===== src/rtl/rv32_pkg.sv =====
// Shared RV32I decode definitions: opcodes, immediate formats and the
// immediate-generation helper used by the decode stage.
package rv32_pkg;

    localparam int XLEN = 32;
    localparam int PC_W = 12;
    localparam int NREG = 32;

    localparam logic [6:0] OP_LOAD   = 7'b0000011;
    localparam logic [6:0] OP_IMM    = 7'b0010011;
    localparam logic [6:0] OP_JALR   = 7'b1100111;
    localparam logic [6:0] OP_STORE  = 7'b0100011;
    localparam logic [6:0] OP_BRANCH = 7'b1100011;
    localparam logic [6:0] OP_LUI    = 7'b0110111;
    localparam logic [6:0] OP_AUIPC  = 7'b0010111;
    localparam logic [6:0] OP_JAL    = 7'b1101111;
    localparam logic [6:0] OP_REG    = 7'b0110011;

    typedef enum logic [2:0] {
        IMM_I,
        IMM_S,
        IMM_B,
        IMM_U,
        IMM_J,
        IMM_NONE
    } imm_type_e;

    function automatic imm_type_e imm_type_of(input logic [6:0] op);
        imm_type_e t;
        case (op)
            OP_LOAD, OP_IMM, OP_JALR: t = IMM_I;
            OP_STORE:                 t = IMM_S;
            OP_BRANCH:                t = IMM_B;
            OP_LUI, OP_AUIPC:         t = IMM_U;
            OP_JAL:                   t = IMM_J;
            default:                  t = IMM_NONE;
        endcase
        return t;
    endfunction

    function automatic logic op_legal(input logic [6:0] op);
        return (op == OP_LOAD)  || (op == OP_IMM)    || (op == OP_JALR) ||
               (op == OP_STORE) || (op == OP_BRANCH) || (op == OP_LUI)  ||
               (op == OP_AUIPC) || (op == OP_JAL)    || (op == OP_REG);
    endfunction

    // Only the non-opcode bits are taken; the format is already resolved.
    function automatic logic [31:0] gen_imm(input logic [31:7] ins, input imm_type_e t);
        logic [31:0] imm;
        case (t)
            IMM_I:   imm = {{20{ins[31]}}, ins[31:20]};
            IMM_S:   imm = {{20{ins[31]}}, ins[31:25], ins[11:7]};
            IMM_B:   imm = {{19{ins[31]}}, ins[31], ins[7], ins[30:25], ins[11:8], 1'b0};
            IMM_U:   imm = {ins[31:12], 12'b0};
            IMM_J:   imm = {{11{ins[31]}}, ins[31], ins[19:12], ins[20], ins[30:21], 1'b0};
            default: imm = '0;
        endcase
        return imm;
    endfunction

endpackage


===== src/rtl/regfile_2r1w.sv =====
// 2-read/1-write register file, x0 hardwired to zero, with write-through
// bypass so a same-cycle read of the register being written sees new data.
module regfile_2r1w
    import rv32_pkg::*;
#(
    parameter int W  = 32,
    parameter int NR = 32,
    parameter int AW = $clog2(NR)
) (
    input  logic          i_clk,
    input  logic          i_rst_n,
    input  logic          i_we,
    input  logic [AW-1:0] i_wa,
    input  logic [W-1:0]  i_wd,
    input  logic [AW-1:0] i_ra1,
    input  logic [AW-1:0] i_ra2,
    output logic [W-1:0]  o_rd1,
    output logic [W-1:0]  o_rd2
);

    logic [NR-1:0][W-1:0] r_mem;
    logic                 w_wr;

    assign w_wr = i_we && (i_wa != '0);

    always_ff @(posedge i_clk or negedge i_rst_n) begin
        if (!i_rst_n)
            r_mem <= '0;
        else if (w_wr)
            r_mem[i_wa] <= i_wd;
    end

    assign o_rd1 = (i_ra1 == '0)             ? '0   :
                   (w_wr && i_wa == i_ra1)   ? i_wd : r_mem[i_ra1];
    assign o_rd2 = (i_ra2 == '0)             ? '0   :
                   (w_wr && i_wa == i_ra2)   ? i_wd : r_mem[i_ra2];

endmodule


===== src/rtl/decode_stage.sv =====
// RV32I decode stage: registers the decoded fetch bundle for execute, with
// stall (hold plus operand refresh from writeback) and flush (kill).
module decode_stage
    import rv32_pkg::*;
#(
    parameter int PC_W = rv32_pkg::PC_W,
    parameter int XLEN = rv32_pkg::XLEN,
    parameter int NREG = rv32_pkg::NREG
) (
    input  logic            i_clk,
    input  logic            i_rst_n,
    input  logic            i_if_valid,
    input  logic [PC_W-1:0] i_if_pc,
    input  logic [31:0]     i_if_instr,
    output logic            o_if_ready,
    input  logic            i_id_stall,
    input  logic            i_id_flush,
    input  logic            i_wb_we,
    input  logic [4:0]      i_wb_rd,
    input  logic [XLEN-1:0] i_wb_data,
    output logic            o_id_valid,
    output logic [PC_W-1:0] o_id_pc,
    output logic [6:0]      o_id_opcode,
    output logic [4:0]      o_id_rd,
    output logic [4:0]      o_id_rs1,
    output logic [4:0]      o_id_rs2,
    output logic [2:0]      o_id_funct3,
    output logic [6:0]      o_id_funct7,
    output logic [XLEN-1:0] o_id_imm,
    output logic [XLEN-1:0] o_id_rs1_data,
    output logic [XLEN-1:0] o_id_rs2_data,
    output logic            o_id_illegal
);

    logic [6:0]      w_opcode;
    logic [4:0]      w_rs1, w_rs2;
    logic            w_legal;
    logic [XLEN-1:0] w_imm, w_rd1, w_rd2;
    logic            w_wb_hit;

    logic            r_valid;
    logic [PC_W-1:0] r_pc;
    logic [6:0]      r_opcode;
    logic [4:0]      r_rd, r_rs1, r_rs2;
    logic [2:0]      r_funct3;
    logic [6:0]      r_funct7;
    logic [XLEN-1:0] r_imm, r_rs1_data, r_rs2_data;
    logic            r_illegal;

    assign w_opcode = i_if_instr[6:0];
    assign w_rs1    = i_if_instr[19:15];
    assign w_rs2    = i_if_instr[24:20];
    assign w_legal  = (i_if_instr[1:0] == 2'b11) && op_legal(w_opcode);
    assign w_imm    = w_legal ? XLEN'(gen_imm(i_if_instr[31:7], imm_type_of(w_opcode))) : '0;
    assign w_wb_hit = i_wb_we && (i_wb_rd != 5'd0);

    regfile_2r1w #(.W(XLEN), .NR(NREG), .AW(5)) u_rf (
        .i_clk   (i_clk),
        .i_rst_n (i_rst_n),
        .i_we    (i_wb_we),
        .i_wa    (i_wb_rd),
        .i_wd    (i_wb_data),
        .i_ra1   (w_rs1),
        .i_ra2   (w_rs2),
        .o_rd1   (w_rd1),
        .o_rd2   (w_rd2)
    );

    always_ff @(posedge i_clk or negedge i_rst_n) begin
        if (!i_rst_n) begin
            r_valid    <= 1'b0;
            r_pc       <= '0;
            r_opcode   <= '0;
            r_rd       <= '0;
            r_rs1      <= '0;
            r_rs2      <= '0;
            r_funct3   <= '0;
            r_funct7   <= '0;
            r_imm      <= '0;
            r_rs1_data <= '0;
            r_rs2_data <= '0;
            r_illegal  <= 1'b0;
        end else if (i_id_flush) begin
            r_valid <= 1'b0;
        end else if (i_id_stall) begin
            // Held operands track writeback so execute never sees stale data.
            if (r_valid && w_wb_hit) begin
                if (i_wb_rd == r_rs1) r_rs1_data <= i_wb_data;
                if (i_wb_rd == r_rs2) r_rs2_data <= i_wb_data;
            end
        end else begin
            r_valid    <= i_if_valid;
            r_pc       <= i_if_pc;
            r_opcode   <= w_opcode;
            r_rd       <= i_if_instr[11:7];
            r_rs1      <= w_rs1;
            r_rs2      <= w_rs2;
            r_funct3   <= i_if_instr[14:12];
            r_funct7   <= i_if_instr[31:25];
            r_imm      <= w_imm;
            r_rs1_data <= w_rd1;
            r_rs2_data <= w_rd2;
            r_illegal  <= !w_legal;
        end
    end

    assign o_if_ready    = !i_id_stall;
    assign o_id_valid    = r_valid;
    assign o_id_pc       = r_pc;
    assign o_id_opcode   = r_opcode;
    assign o_id_rd       = r_rd;
    assign o_id_rs1      = r_rs1;
    assign o_id_rs2      = r_rs2;
    assign o_id_funct3   = r_funct3;
    assign o_id_funct7   = r_funct7;
    assign o_id_imm      = r_imm;
    assign o_id_rs1_data = r_rs1_data;
    assign o_id_rs2_data = r_rs2_data;
    assign o_id_illegal  = r_illegal;

endmodule


===== config.mk =====
export PLATFORM = sky130hd
export DESIGN_NAME = decode_stage
export DESIGN_NICKNAME = d
export VERILOG_FILES = /design/src/rtl/rv32_pkg.sv /design/src/rtl/regfile_2r1w.sv /design/src/rtl/decode_stage.sv
export SDC_FILE = /design/constraint.sdc
export NUM_CORES = 2
export LEC_CHECK = 0
export CAP_MARGIN = 5
export CORE_AREA = 2 2 449 451
export CTS_BUF_LIST = sky130_fd_sc_hd__clkbuf_8
export DETAILED_ROUTE_END_ITERATION = 8
export DIE_AREA = 0 0 451 453
export REMOVE_ABC_BUFFERS = 1
export SYNTH_ARGS = -nofsm -noshare
export SYNTH_HDL_FRONTEND = slang
export SYNTH_SLANG_ARGS = --single-unit

===== constraint.sdc =====
create_clock -name i_clk -period 2.3 [get_ports i_clk]
set_clock_uncertainty 0.1 [all_clocks]
set_input_delay 0.23 -clock i_clk [delete_from_list [all_inputs] [get_ports i_clk]]
set_output_delay 0.23 -clock i_clk [all_outputs]
set_load 0.05 [all_outputs]

==> flow_summary.ini <==
[sta]
timing.setup.tns_ps = 0
post-route-period-util = 0.970
setup_viol_count_final = 0
timing.max_slew.rel_slack = 0.539
max_clock_freq_mhz = 448
unrepaired_setup_endpoints_after_global_routing = false
slew_viol_final = 0
worst-slew-pin-transition_ps = 691
final-hold-violation-count = 0
period_minus_slack_ps = 2230

[global_routing]
grt_usage = 0.204
grt_antenna_before_repair = 17
largest_net_degree_at_the_start_of_global_routing = 87
gr-usage-met3 = 0.0468
gr-max-usage-layer = met2
grt_first_pass_wirelength_um = 306000
grt_pass1_vias = 42400
globalRouteMet1Util = 0.276
grt_use_met2 = 0.318
grt.overflow.total = 0

[clock_tree]
maximum_clock_path_buffer_count = 3
post_cts.repair.setup_buffers = 0
clkLatencyLatePin_ps = 960
clock_root_buffer = sky130_fd_sc_hd__clkbuf_8
inserted_clock_buffers = 192
clock_sinks = 1166
path_clk_slew_ps = 60
cts_max_level = 4
tritoncts = built

[synth]
syn-mean-instance-area_um2 = 14.8
synth_cells = 4033
ys_top_cells_by_count = 1,166 x sky130_fd_sc_hd__dfrtp_1, 968 x sky130_fd_sc_hd__mux2_2, 500 x sky130_fd_sc_hd__mux4_2
synth.most_common_cell = sky130_fd_sc_hd__dfrtp_1
post_synth_mux_area_share = 0.381
synthDominantAreaCellType = sky130_fd_sc_hd__dfrtp_1
post_synth_and_or_nand_nor_area_fraction = 0.0361
ys_seq_elements = 1166
yosys-top-cells-area = sky130_fd_sc_hd__dfrtp_1 49%, sky130_fd_sc_hd__mux4_2 19%, sky130_fd_sc_hd__mux2_2 18%, sky130_fd_sc_hd__clkbuf_1 1.6%, sky130_fd_sc_hd__o22ai_1 1.2%
ys.flop_type = sky130_fd_sc_hd__dfrtp_1
synthAdderAreaFrac = 0
synth.yosys.warnings = 0
number_of_synthesized_flops_with_an_enable_pin = 0
synth_top_area_frac = 0.489
combinational_family_with_the_most_area_after_synthesis = multiplexers
netlist-cell-type-count = 54
synth_area_um2 = 59700
synth_async_sr_flop_share = 1.00
synth_compound_area_frac = 0.0533
synth_xor_xnor_area_share = 0.00294
ys_seq_area_frac = 0.489

[worst_setup_path]
path_class = register to output pin
setup.worst_path.end_class = output pin
slowest_stage = sky130_fd_sc_hd__clkdlybuf4s15_1
timing.critical_path.required_ps = 1970
worstPathArrival_ps = 1900
critical-path-max-stage-delay_ps = 560
cp_buf_inv_count = 1
cpLargestDelayFamily = buffers and inverters
timing.critical_path.fanout_max = 3
critical_path_cell_sequence = clkdlybuf4s15_1
setup.worst_path.start_class = register

[floorplanning]
num_io_pins = 230
dieWidth_um = 451
fp.dieH_um = 453
floorplan.core_area_um2 = 199000
starting_density_of_the_core = 0.299
row_count = 164
die_area_um2 = 204000

[layout]
synthToLayoutAreaGrowth_pct = 24.1
final_net_count = 4630
drive_gt1_frac = 0.506
fill_cells = 18700
final_util = 0.372

[power_and_ir_drop]
static-leakage-power_nw = 32.1
p_per_area_nw_per_um2 = 802
worst_ir_drop_vdd_mv = 0.652

[detailed_routing]
drt-wirelength-per-cell_um = 28.6
ant_nets = 0
route.vias.total = 41500
post_drt_via_cell_ratio = 5.64
wl_um = 210000
post-route-drc-count = 0
drtPass1Iterations = 7
detailedRoute.firstIterationViolations = 4321

[run]
drv.max_cap_violation_count = 0

[place]
io_buffer_count = 229
globalplace.congestion = 0.865
post-dp-hpwl_um = 139000

[worst_hold_path]
worstHoldPathType = input port to register

[status]
run_status = finished clean
-- state kept, by name, summed over array words and instances (netlist names) --
| name | cells |
|---|---|
| o_id_funct3 | 3 |
| o_id_funct7 | 7 |
| o_id_illegal | 1 |
| o_id_imm | 32 |
| o_id_opcode | 7 |
| o_id_pc | 12 |
| o_id_rd | 5 |
| o_id_rs1 | 5 |
| o_id_rs1_data | 32 |
| o_id_rs2 | 5 |
| o_id_rs2_data | 32 |
| o_id_valid | 1 |
| u_rf.r_mem | 1024 |
-- report_power, final --
part	internal (mW)	switching [mW]	leakage (nW)
Clock	9.99	8.94	2.30
Sequential	24.3	3.04	14.9
Combinational	7.39	5.73	14.9
-- repair_timing --
| action | in CTS | in global routing |
|---|---|---|
| gates resized for setup | 281 | 2 |
| gates cloned | 0 | 0 |
| setup endpoints to repair | 140 | 2 |
| pin swaps | 0 | 0 |
| hold buffers | 41 | 0 |
| hold endpoints to repair | 1225 | 0 |
-- cells by family after synthesis --
group	after synthesis
AO/OA/AOI/OAI	427
XOR/XNOR	20
buffers and inverters	474
flip-flops	1166
multiplexers	1523
AND/OR/NAND/NOR	423
-- layout make-up --
class                      count  area, um2  share of cell area
tap                         2656       3320              0.0449
multi-input combinational   2393      28600               0.386
antenna                        4       10.0            0.000135
inverter                      19       73.8            0.000997
timing repair buffer         771       8950               0.121
clock buffer                 248       3410              0.0461
clock inverter               102        549             0.00742
sequential                  1166      29200               0.394
-- metal layers --
metal,wire [um],part of all wire
met1,88200,0.42
met5,78,0.00037
met3,17000,0.081
met2,97300,0.46
met4,7510,0.036
-- worst paths after layout --
check,start,endpoint,slack (ps),cells past startpoint
setup / recovery,o_id_rs2[0]$_DFFE_PN0P_,o_id_rs2[0],70,1
hold / removal,i_wb_data[30],u_rf.r_mem[94]$_DFFE_PN0P_,50,3
setup reg to reg,o_id_rs2[1]$_DFFE_PN0P_,o_id_rs2_data[4]$_DFFE_PN0P_,170,6
hold reg to reg,u_rf.r_mem[2]$_DFFE_PN0P_,u_rf.r_mem[2]$_DFFE_PN0P_,300,0
max in group asynchronous,i_rst_n,u_rf.r_mem[82]$_DFFE_PN0P_,960,4
min in group asynchronous,i_rst_n,u_rf.r_mem[797]$_DFFE_PN0P_,570,4
-- through the flow --
step                      hold slack, ps  worst slack, ps  instances  total power, mW  cell area [um2]
final                               54.1             68.4       7359             59.4            74100
after global routing                66.2             7.69       7357             61.9            74100
after CTS                         0.0661           0.0373       7355             59.7            74100
after detailed placement             148             -441       6964             40.8            69800
after global placement               146             -452       6964             40.4            69800
after floorplan                     -166            -1340       3578             34.9            57500
-- cell usage in the layout, fill, tap and decap left out, types with 28 or more instances in the layout --
cell                              netlist  layout
sky130_fd_sc_hd__a211oi_1              65      65
sky130_fd_sc_hd__a221o_1               42      42
sky130_fd_sc_hd__and2_1                68      68
sky130_fd_sc_hd__buf_12                 0     206
sky130_fd_sc_hd__buf_4                 19     301
sky130_fd_sc_hd__clkbuf_8               0     248
sky130_fd_sc_hd__clkdlybuf4s15_2        0      36
sky130_fd_sc_hd__clkdlybuf4s50_1        0      79
sky130_fd_sc_hd__dfrtp_1             1166    1158
sky130_fd_sc_hd__dlygate4sd2_1          0      75
sky130_fd_sc_hd__dlygate4sd3_1          0      40
sky130_fd_sc_hd__inv_1                 19      85
sky130_fd_sc_hd__mux2_1                28      28
sky130_fd_sc_hd__mux2_2               968     968
sky130_fd_sc_hd__mux4_2               500     500
sky130_fd_sc_hd__nand2_1              182     173
sky130_fd_sc_hd__nor4_1                34      34
sky130_fd_sc_hd__o21ai_0               54      54
sky130_fd_sc_hd__o221ai_1              62      62
sky130_fd_sc_hd__o22a_1                32      32
sky130_fd_sc_hd__o22ai_1              116     116
sky130_fd_sc_hd__or4_1                 28      28
Power figures use the tool's default switching activity.
